[config.mk]
export PLATFORM = sky130hd
export DESIGN_NAME = alu_chain_ctrl
export DESIGN_NICKNAME = d
export VERILOG_FILES = /design/src/rtl/alu_chain_ctrl.sv
export SDC_FILE = /design/constraint.sdc
export NUM_CORES = 1
export LEC_CHECK = 0
export BUFFER_PORTS_ARGS = -buffer_cell sky130_fd_sc_hd__buf_4
export CORE_UTILIZATION = 30
export CTS_CLUSTER_DIAMETER = 100
export DETAILED_ROUTE_END_ITERATION = 16
export GPL_ROUTABILITY_DRIVEN = 0
export PLACE_DENSITY = 0.54
export SLEW_MARGIN = 20
export SYNTH_ARGS = -nofsm -noshare
export SYNTH_HDL_FRONTEND = slang
export SYNTH_SLANG_ARGS = --single-unit
[constraint.sdc]
create_clock -name clk -period 3.3 [get_ports clk]
set_input_delay 0.33 -clock clk [delete_from_list [all_inputs] [get_ports clk]]
set_output_delay 0.33 -clock clk [all_outputs]
set_load 0.02 [all_outputs]
[src/rtl/alu_chain_ctrl.sv]
// alu_chain_ctrl: runs one W-bit ALU request through an external 16-bit ALU, one word
// per cycle from least to most significant, chaining carry/borrow between words.
module alu_chain_ctrl #(
  parameter int NWORDS = 4
) (
  input  logic                   clk,
  input  logic                   rst,
  input  logic                   in_valid,
  output logic                   in_ready,
  input  logic [2:0]             in_op,
  input  logic                   in_cin,
  input  logic [16*NWORDS-1:0]   in_a,
  input  logic [16*NWORDS-1:0]   in_b,
  output logic [15:0]            alu_opA,
  output logic [15:0]            alu_opB,
  output logic [2:0]             alu_op,
  output logic                   alu_cin,
  input  logic [15:0]            alu_r,
  input  logic                   alu_cf,
  input  logic                   alu_af,
  input  logic                   alu_of,
  output logic                   out_valid,
  input  logic                   out_ready,
  output logic [16*NWORDS-1:0]   out_r,
  output logic                   out_cf,
  output logic                   out_af,
  output logic                   out_of,
  output logic                   out_zf,
  output logic                   out_sf
);
  localparam int W  = 16 * NWORDS;
  localparam int KW = (NWORDS > 1) ? $clog2(NWORDS) : 1;
  localparam logic [KW-1:0] KLAST = KW'(NWORDS - 1);

  localparam logic [2:0] OP_ADD = 3'b000;
  localparam logic [2:0] OP_ADC = 3'b010;
  localparam logic [2:0] OP_SBB = 3'b011;
  localparam logic [2:0] OP_SUB = 3'b101;
  localparam logic [2:0] OP_CMP = 3'b111;

  typedef enum logic [1:0] {IDLE, ISSUE, DONE} state_t;

  state_t         state, state_nxt;
  logic [KW-1:0]  k;
  logic [2:0]     op_q;
  logic           cin_q;
  logic [W-1:0]   a_q, b_q, res_q;
  logic           cf_q, af_q, of_q, zf_q, sf_q;
  logic           accept, first_word, last_word, arith;

  function automatic logic is_arith(input logic [2:0] op);
    return (op == OP_ADD) || (op == OP_ADC) || (op == OP_SBB) ||
           (op == OP_SUB) || (op == OP_CMP);
  endfunction

  // Upper words of ADD/SUB/CMP continue the chain with the carry-consuming ops.
  function automatic logic [2:0] word_op(input logic [2:0] op, input logic first);
    logic [2:0] w;
    case (op)
      OP_ADD:  w = first ? OP_ADD : OP_ADC;
      OP_SUB:  w = first ? OP_SUB : OP_SBB;
      OP_CMP:  w = first ? OP_CMP : OP_SBB;
      default: w = op;
    endcase
    return w;
  endfunction

  function automatic logic word_cin(input logic [2:0] op, input logic first,
                                    input logic cin, input logic cf);
    if (first) return ((op == OP_ADC) || (op == OP_SBB)) ? cin : 1'b0;
    return is_arith(op) ? cf : 1'b0;
  endfunction

  assign accept     = in_valid && in_ready;
  assign first_word = (k == '0);
  assign last_word  = (k == KLAST);
  assign arith      = is_arith(op_q);

  always_ff @(posedge clk) begin
    if (rst) state <= IDLE;
    else     state <= state_nxt;
  end

  always_comb begin
    state_nxt = state;
    case (state)
      IDLE:    if (in_valid)  state_nxt = ISSUE;
      ISSUE:   if (last_word) state_nxt = DONE;
      DONE:    if (out_ready) state_nxt = IDLE;
      default:                state_nxt = IDLE;
    endcase
  end

  always_comb begin
    in_ready  = (state == IDLE);
    out_valid = (state == DONE);
    alu_opA   = '0;
    alu_opB   = '0;
    alu_op    = 3'b000;
    alu_cin   = 1'b0;
    if (state == ISSUE) begin
      alu_opA = a_q[{k, 4'b0000} +: 16];
      alu_opB = b_q[{k, 4'b0000} +: 16];
      alu_op  = word_op(op_q, first_word);
      alu_cin = word_cin(op_q, first_word, cin_q, cf_q);
    end
  end

  // Request latch and per-word capture of the ALU result and flags.
  always_ff @(posedge clk) begin
    if (rst) begin
      k     <= '0;
      op_q  <= '0;
      cin_q <= 1'b0;
      a_q   <= '0;
      b_q   <= '0;
      res_q <= '0;
      cf_q  <= 1'b0;
      af_q  <= 1'b0;
      of_q  <= 1'b0;
      zf_q  <= 1'b0;
      sf_q  <= 1'b0;
    end else if (accept) begin
      op_q  <= in_op;
      cin_q <= in_cin;
      a_q   <= in_a;
      b_q   <= in_b;
      k     <= '0;
    end else if (state == ISSUE) begin
      res_q[{k, 4'b0000} +: 16] <= alu_r;
      cf_q <= alu_cf;
      of_q <= alu_of;
      sf_q <= alu_r[15];
      if (first_word) begin
        af_q <= alu_af;
        zf_q <= (alu_r == 16'h0000);
      end else begin
        zf_q <= zf_q && (alu_r == 16'h0000);
      end
      k <= last_word ? '0 : k + KW'(1);
    end
  end

  assign out_r  = (op_q == OP_CMP) ? a_q : res_q;
  assign out_cf = arith && cf_q;
  assign out_of = arith && of_q;
  assign out_af = arith && af_q;
  assign out_zf = zf_q;
  assign out_sf = sf_q;

endmodule

# Word-level counts from Yosys, hierarchy flattened
# Cells that the tools add are included.
op_classes:
  n_addsub: 2
  bitwise_logic: 1
  n_eq_ne: 10
  reduce_logical: 18
  mux: 22
  shift: 4
ops:
  columns: ["cell", "n"]
  rows:
  - ["$shiftx 64x7->16", 2]
  - ["$bwmux 64", 1]
  - ["$mux 64", 1]
  - ["$shift 16x8->64 const A", 1]
  - ["$shiftx 16x8->64", 1]
  - ["$mux 16", 2]
  - ["$logic_not 16->1", 1]
  - ["$mux 2", 5]
  - ["$mux 3", 3]
  - ["$pmux 3 s3", 1]
  - ["$mux 1", 8]
  - ["$neg 6->8", 1]
  - ["$eq 3x2->1 const B", 2]
  - ["$eq 3x3->1 const B", 2]
  - ["$pmux 2 s3", 1]
  - ["$reduce_and 3->1", 2]
  - ["$logic_and 1x1->1", 5]
  - ["$logic_or 1x1->1", 5]
  - ["$eq 2x2->1 const B", 2]
  - ["$logic_not 2->1", 2]
  - ["$ne 2x2->1 const B", 2]
  - ["$logic_not 3->1", 1]
  - ["$add 2x1->2 const B", 1]
  - ["$eq 2x1->1 const B", 1]
  - ["other kinds (4)", 4]
totals:
  word_cells: 69
  register_bits: 205
  out_inout_bits: 107
  inputBits: 155

# Depth between registers and ports, before layout
depth:
  depth_word: 8
  ltp_mapped: 9
  ltp_nobuf: 5

# Worst setup path after synthesis
# OpenSTA, ideal clock, no wires.
synth_timing:
  path_kind: "reg-to-output"
  from: "register k[1]"
  to: "output alu_cin"
  path_stages_with_launch: 7
  path_buffers: 2
  required_time_ns: 2.970
  arrival_time_ns: 1.979
  slack_ns: 0.991
  cell_sequence: "dfxtp_1 buf_2 buf_2 inv_1 ha_1 or4b_1 a21oi_1"
synth_via:
  elab_chain_len: 5
synth_lines:
  columns: ["element", "line_no", "source"]
  rows:
  - ["from (decl)", "44", "logic [KW-1:0] k;"]
  - ["from (signal assigned)", "140", "k <= last_word ? '0 : k + KW'(1);"]
  - ["$logic_not 2->1", "75", "assign first_word = (k == '0);"]
  - ["$mux 1", "70", "if (first) return ((op == OP_ADC) || (op == OP_SBB)) ? cin : 1'b0;"]
  - ["$mux 1", "101", "if (state == ISSUE) begin"]
  - ["$mux 1", "71", "return is_arith(op) ? cf : 1'b0;"]
  - ["$mux 1", "101", null]
  - ["to (decl)", "17", "output logic alu_cin,"]
# No other way between the ends. The select of a mux whose other input is x is not followed.

# Worst setup path in the final report
layout_timing:
  from: "register op_q[2]"
  to: "output out_r[50]"
layout_via:
  elab_chain_len: 2
layout_lines:
  columns: ["element", "line_no", "source"]
  rows:
  - ["from (decl)", "45", "logic [2:0] op_q;"]
  - ["from (signal assigned)", "124", "op_q <= in_op;"]
  - ["$eq 3x3->1", "144", "assign out_r = (op_q == OP_CMP) ? a_q : res_q;"]
  - ["$mux 64", "144", null]
  - ["to (decl)", "24", "output logic [16*NWORDS-1:0] out_r,"]
# No other way between the ends.

==> results.py <==
metrics = {
    "place": {
        "dp_hpwl_mm": 22.2,
        "portBuffers": 261,
    },
    "routing": {
        "drc_errors": 0,
        "dr.pass1.iters": 5,
        "vias_per_cell": 5.04,
        "first_iter_violations": 594,
        "wirelength_mm": 32.1,
        "vias": 8302,
        "ant_nets": 0,
        "routedWlPerCell_um": 19.5,
    },
    "sta": {
        "worst_slew_pin_slew_ns": 1.01,
        "period_minus_slack_ns": 2.89,
        "setup_viol": 0,
        "finalCritPeriodShare_pct": 87.6,
        "hold_viol_final": 0,
        "grt_setup_unrepaired": "no",
        "drv_slew": 0,
        "max_freq_mhz": 346,
        "slew_headroom_pct": 32.6,
        "fin_skew_ns": 0.0103,
        "tns_ns": 0,
    },
    "clock_tree": {
        "cts_root_buf": "clkbuf_16",
        "post_cts_buffers": 0,
        "clk_pin_slew_ns": 0.06,
        "clkLatencyLatePin_ns": 0.52,
        "htree_levels": 1,
        "clock_path_buffers": 3,
        "cts_tree": "done",
        "cts_num_sinks": 205,
        "postCtsHoldBufs": 0,
        "cts_resized": 0,
        "cts_buffers": 25,
    },
    "critical_path": {
        "cp-end-kind": "output pin",
        "path_class": "reg -> out",
        "cp_max_fo": 64,
        "required_ns": 2.97,
        "cp.arrival_ns": 2.56,
        "start_kind": "flip-flop",
    },
    "global_routing": {
        "grt_max_degree": 85,
        "grt_pass1_wl_mm": 47.0,
        "grtUsageTotal_pct": 19.5,
        "grt_overflow_total": 0,
        "grt_pass1_vias": 7823,
        "antenna_found_initial": 2,
    },
    "floorplan": {
        "start_util_pct": 30.5,
        "die-area_mm2": 0.0318,
        "placementRows": 64,
        "die_h_um": 178,
        "dieWidth_um": 178,
        "core_region_area_mm2": 0.0306,
        "io_pins": 262,
    },
    "synthesis": {
        "ys_types": 39,
        "ys_seq_elements": 205,
        "synth_area_mm2": 0.00933,
        "ys_warn_count": 0,
        "syn_area_per_cell_um2": 9.14,
        "synthesis.instances": 1020,
        "syn_nets": 1181,
        "ys_seq_area_share_pct": 44.0,
    },
    "pwr": {
        "ir_worst_vdd_mv": 0.326,
        "power_leakage_nw": 5.07,
        "p_per_area_mw_per_mm2": 496,
        "total_power_mw": 6.03,
    },
    "cells_and_area": {
        "nFillCells": 3161,
        "nNetsFinal": 1391,
        "drive_above_1_share_pct": 32.1,
        "area_growth_pct": 30.3,
    },
    "worst_hold_path": {
        "hp-class": "in -> reg",
    },
    "status": {
        "outcome": "complete, no violations",
    },
    "flow_run": {
        "maxCapViolations": 0,
    },
}
kinds of logic after synthesis:
group | Yosys count | synth area share, %
simple gates | 408 | 18.7
fa+ha+maj | 6 | 0.805
flops | 205 | 44.0
compound gates | 206 | 13.8
mux | 98 | 16.3
buf+inv | 97 | 6.33
layout by cell type, fill, tap and decap left out, drive strengths merged:
master and count:
a21oi 136, bufinv 1, nor4 4, diode 3
and2b 1, or3b 1, dfxtp 205, and2 36
clkbuf 38, nand2b 1, ha 6, nand4b 1
or3 1, a22oi 1, a41oi 1, a211oi 1
or4b 1, o21ai 2, mux4 32, nor2 71
mux2 64, nand3b 4, nand2 271, inv 5
and4bb 2, clkinvlp 1, nor2b 6, a32oi 64
mux2i 2, and3b 1, buf 276, o21a 1
nand3 1, clkinv 4, nor3 3, nor3b 3
sequential cells by signal (all words and copies together) (netlist names):
name,flops
a_q,64
b_q,64
res_q,64
op_q,3
k,2
state,2
af_q,1
cf_q,1
cin_q,1
of_q,1
out_sf,1
out_zf,1
stage by stage:
stage          util (%)  setup slack [ns]  area, um2  hold WS, ns  std cells
6_report           39.7             0.409      12200       0.0509       1647
5_1_grt            39.7             0.268      12100       0.0483       1646
4_1_cts            39.7             0.394      12100       0.0326       1644
3_5_place_dp       37.2             0.915      11400        0.442       1599
3_3_place_gp       37.2             0.946      11400        0.439       1599
2_1_floorplan         -             0.991       9330        0.432       1020
critical path, stage by stage (launching register included):
cell,delay [ns]
dfxtp_1,0.45
nand3_4,0.76
mux2_2,0.61
buf_4,0.16
where the power goes:
part | total [mW] | switching, mW | internal [mW]
Combinational | 0.736 | 0.405 | 0.331
Sequential | 2.69 | 0.0933 | 2.59
Clock | 2.60 | 1.06 | 1.54
Total | 6.03 | 1.56 | 4.47
routing by layer:
layer	routed length, um	global-route usage, %	vias up	part of all wire (%)
met5	0	0	-	0
met4	904	6.14	0	2.8
met3	1670	2.98	44	5.2
met2	14700	30.0	268	46
met1	14800	27.9	3996	46
li1	-	-	3994	-
worst paths after layout:
check	endpoint	cells past startpoint	from	slack (ns)
worst max-delay path	out_r[50]	3	op_q[2]	0.41
worst min register to register	b_q[18]	2	b_q[18]	0.45
worst min-delay path	a_q[47]	3	in_a[47]	0.05
worst max register to register	res_q[25]	5	k[1]	0.87
cells in the mapped netlist:
library cell	count	share of area [%]
nand3_2	1	0.11
a32oi_1	64	6.0
ha_1	6	0.81
nand2_1	271	11
a21oi_1	136	7.3
a41oi_1	1	0.094
nor3b_2	1	0.13
buf_12	1	0.21
nor3b_1	1	0.081
o21a_1	1	0.081
and4bb_2	2	0.27
nor3_1	3	0.16
clkbuf_1	39	1.6
buf_2	26	1.4
buf_6	21	2.5
nand2b_1	1	0.067
or4b_1	1	0.11
nand3b_1	4	0.32
buf_4	5	0.40
or3b_1	1	0.094
mux2i_1	2	0.21
mux4_2	16	3.9
and2_1	36	2.4
nor4_1	4	0.27
clkbuf_2	1	0.054
a211oi_2	1	0.13
nor2b_1	6	0.40
nand4b_1	1	0.094
o21ai_0	2	0.11
dfxtp_1	205	44
or3_1	1	0.067
mux2_2	64	7.7
and2b_1	1	0.081
inv_1	4	0.16
nor3b_4	1	0.20
mux4_1	16	4.5
nor2_1	71	2.9
a22oi_1	1	0.081
and3b_1	1	0.094
layout make-up:
| cell class | count | area, um2 | share of cell area (%) |
|---|---|---|---|
| inverter | 4 | 15.0 | 0.124 |
| tap | 396 | 495 | 4.08 |
| clock inverter | 7 | 66.3 | 0.546 |
| timing repair buffer | 276 | 2100 | 17.3 |
| clock buffer | 38 | 704 | 5.80 |
| multi-input combinational | 718 | 4650 | 38.3 |
| antenna | 3 | 7.51 | 0.0618 |
| sequential | 205 | 4110 | 33.8 |
(Power assumes the default switching activity.)
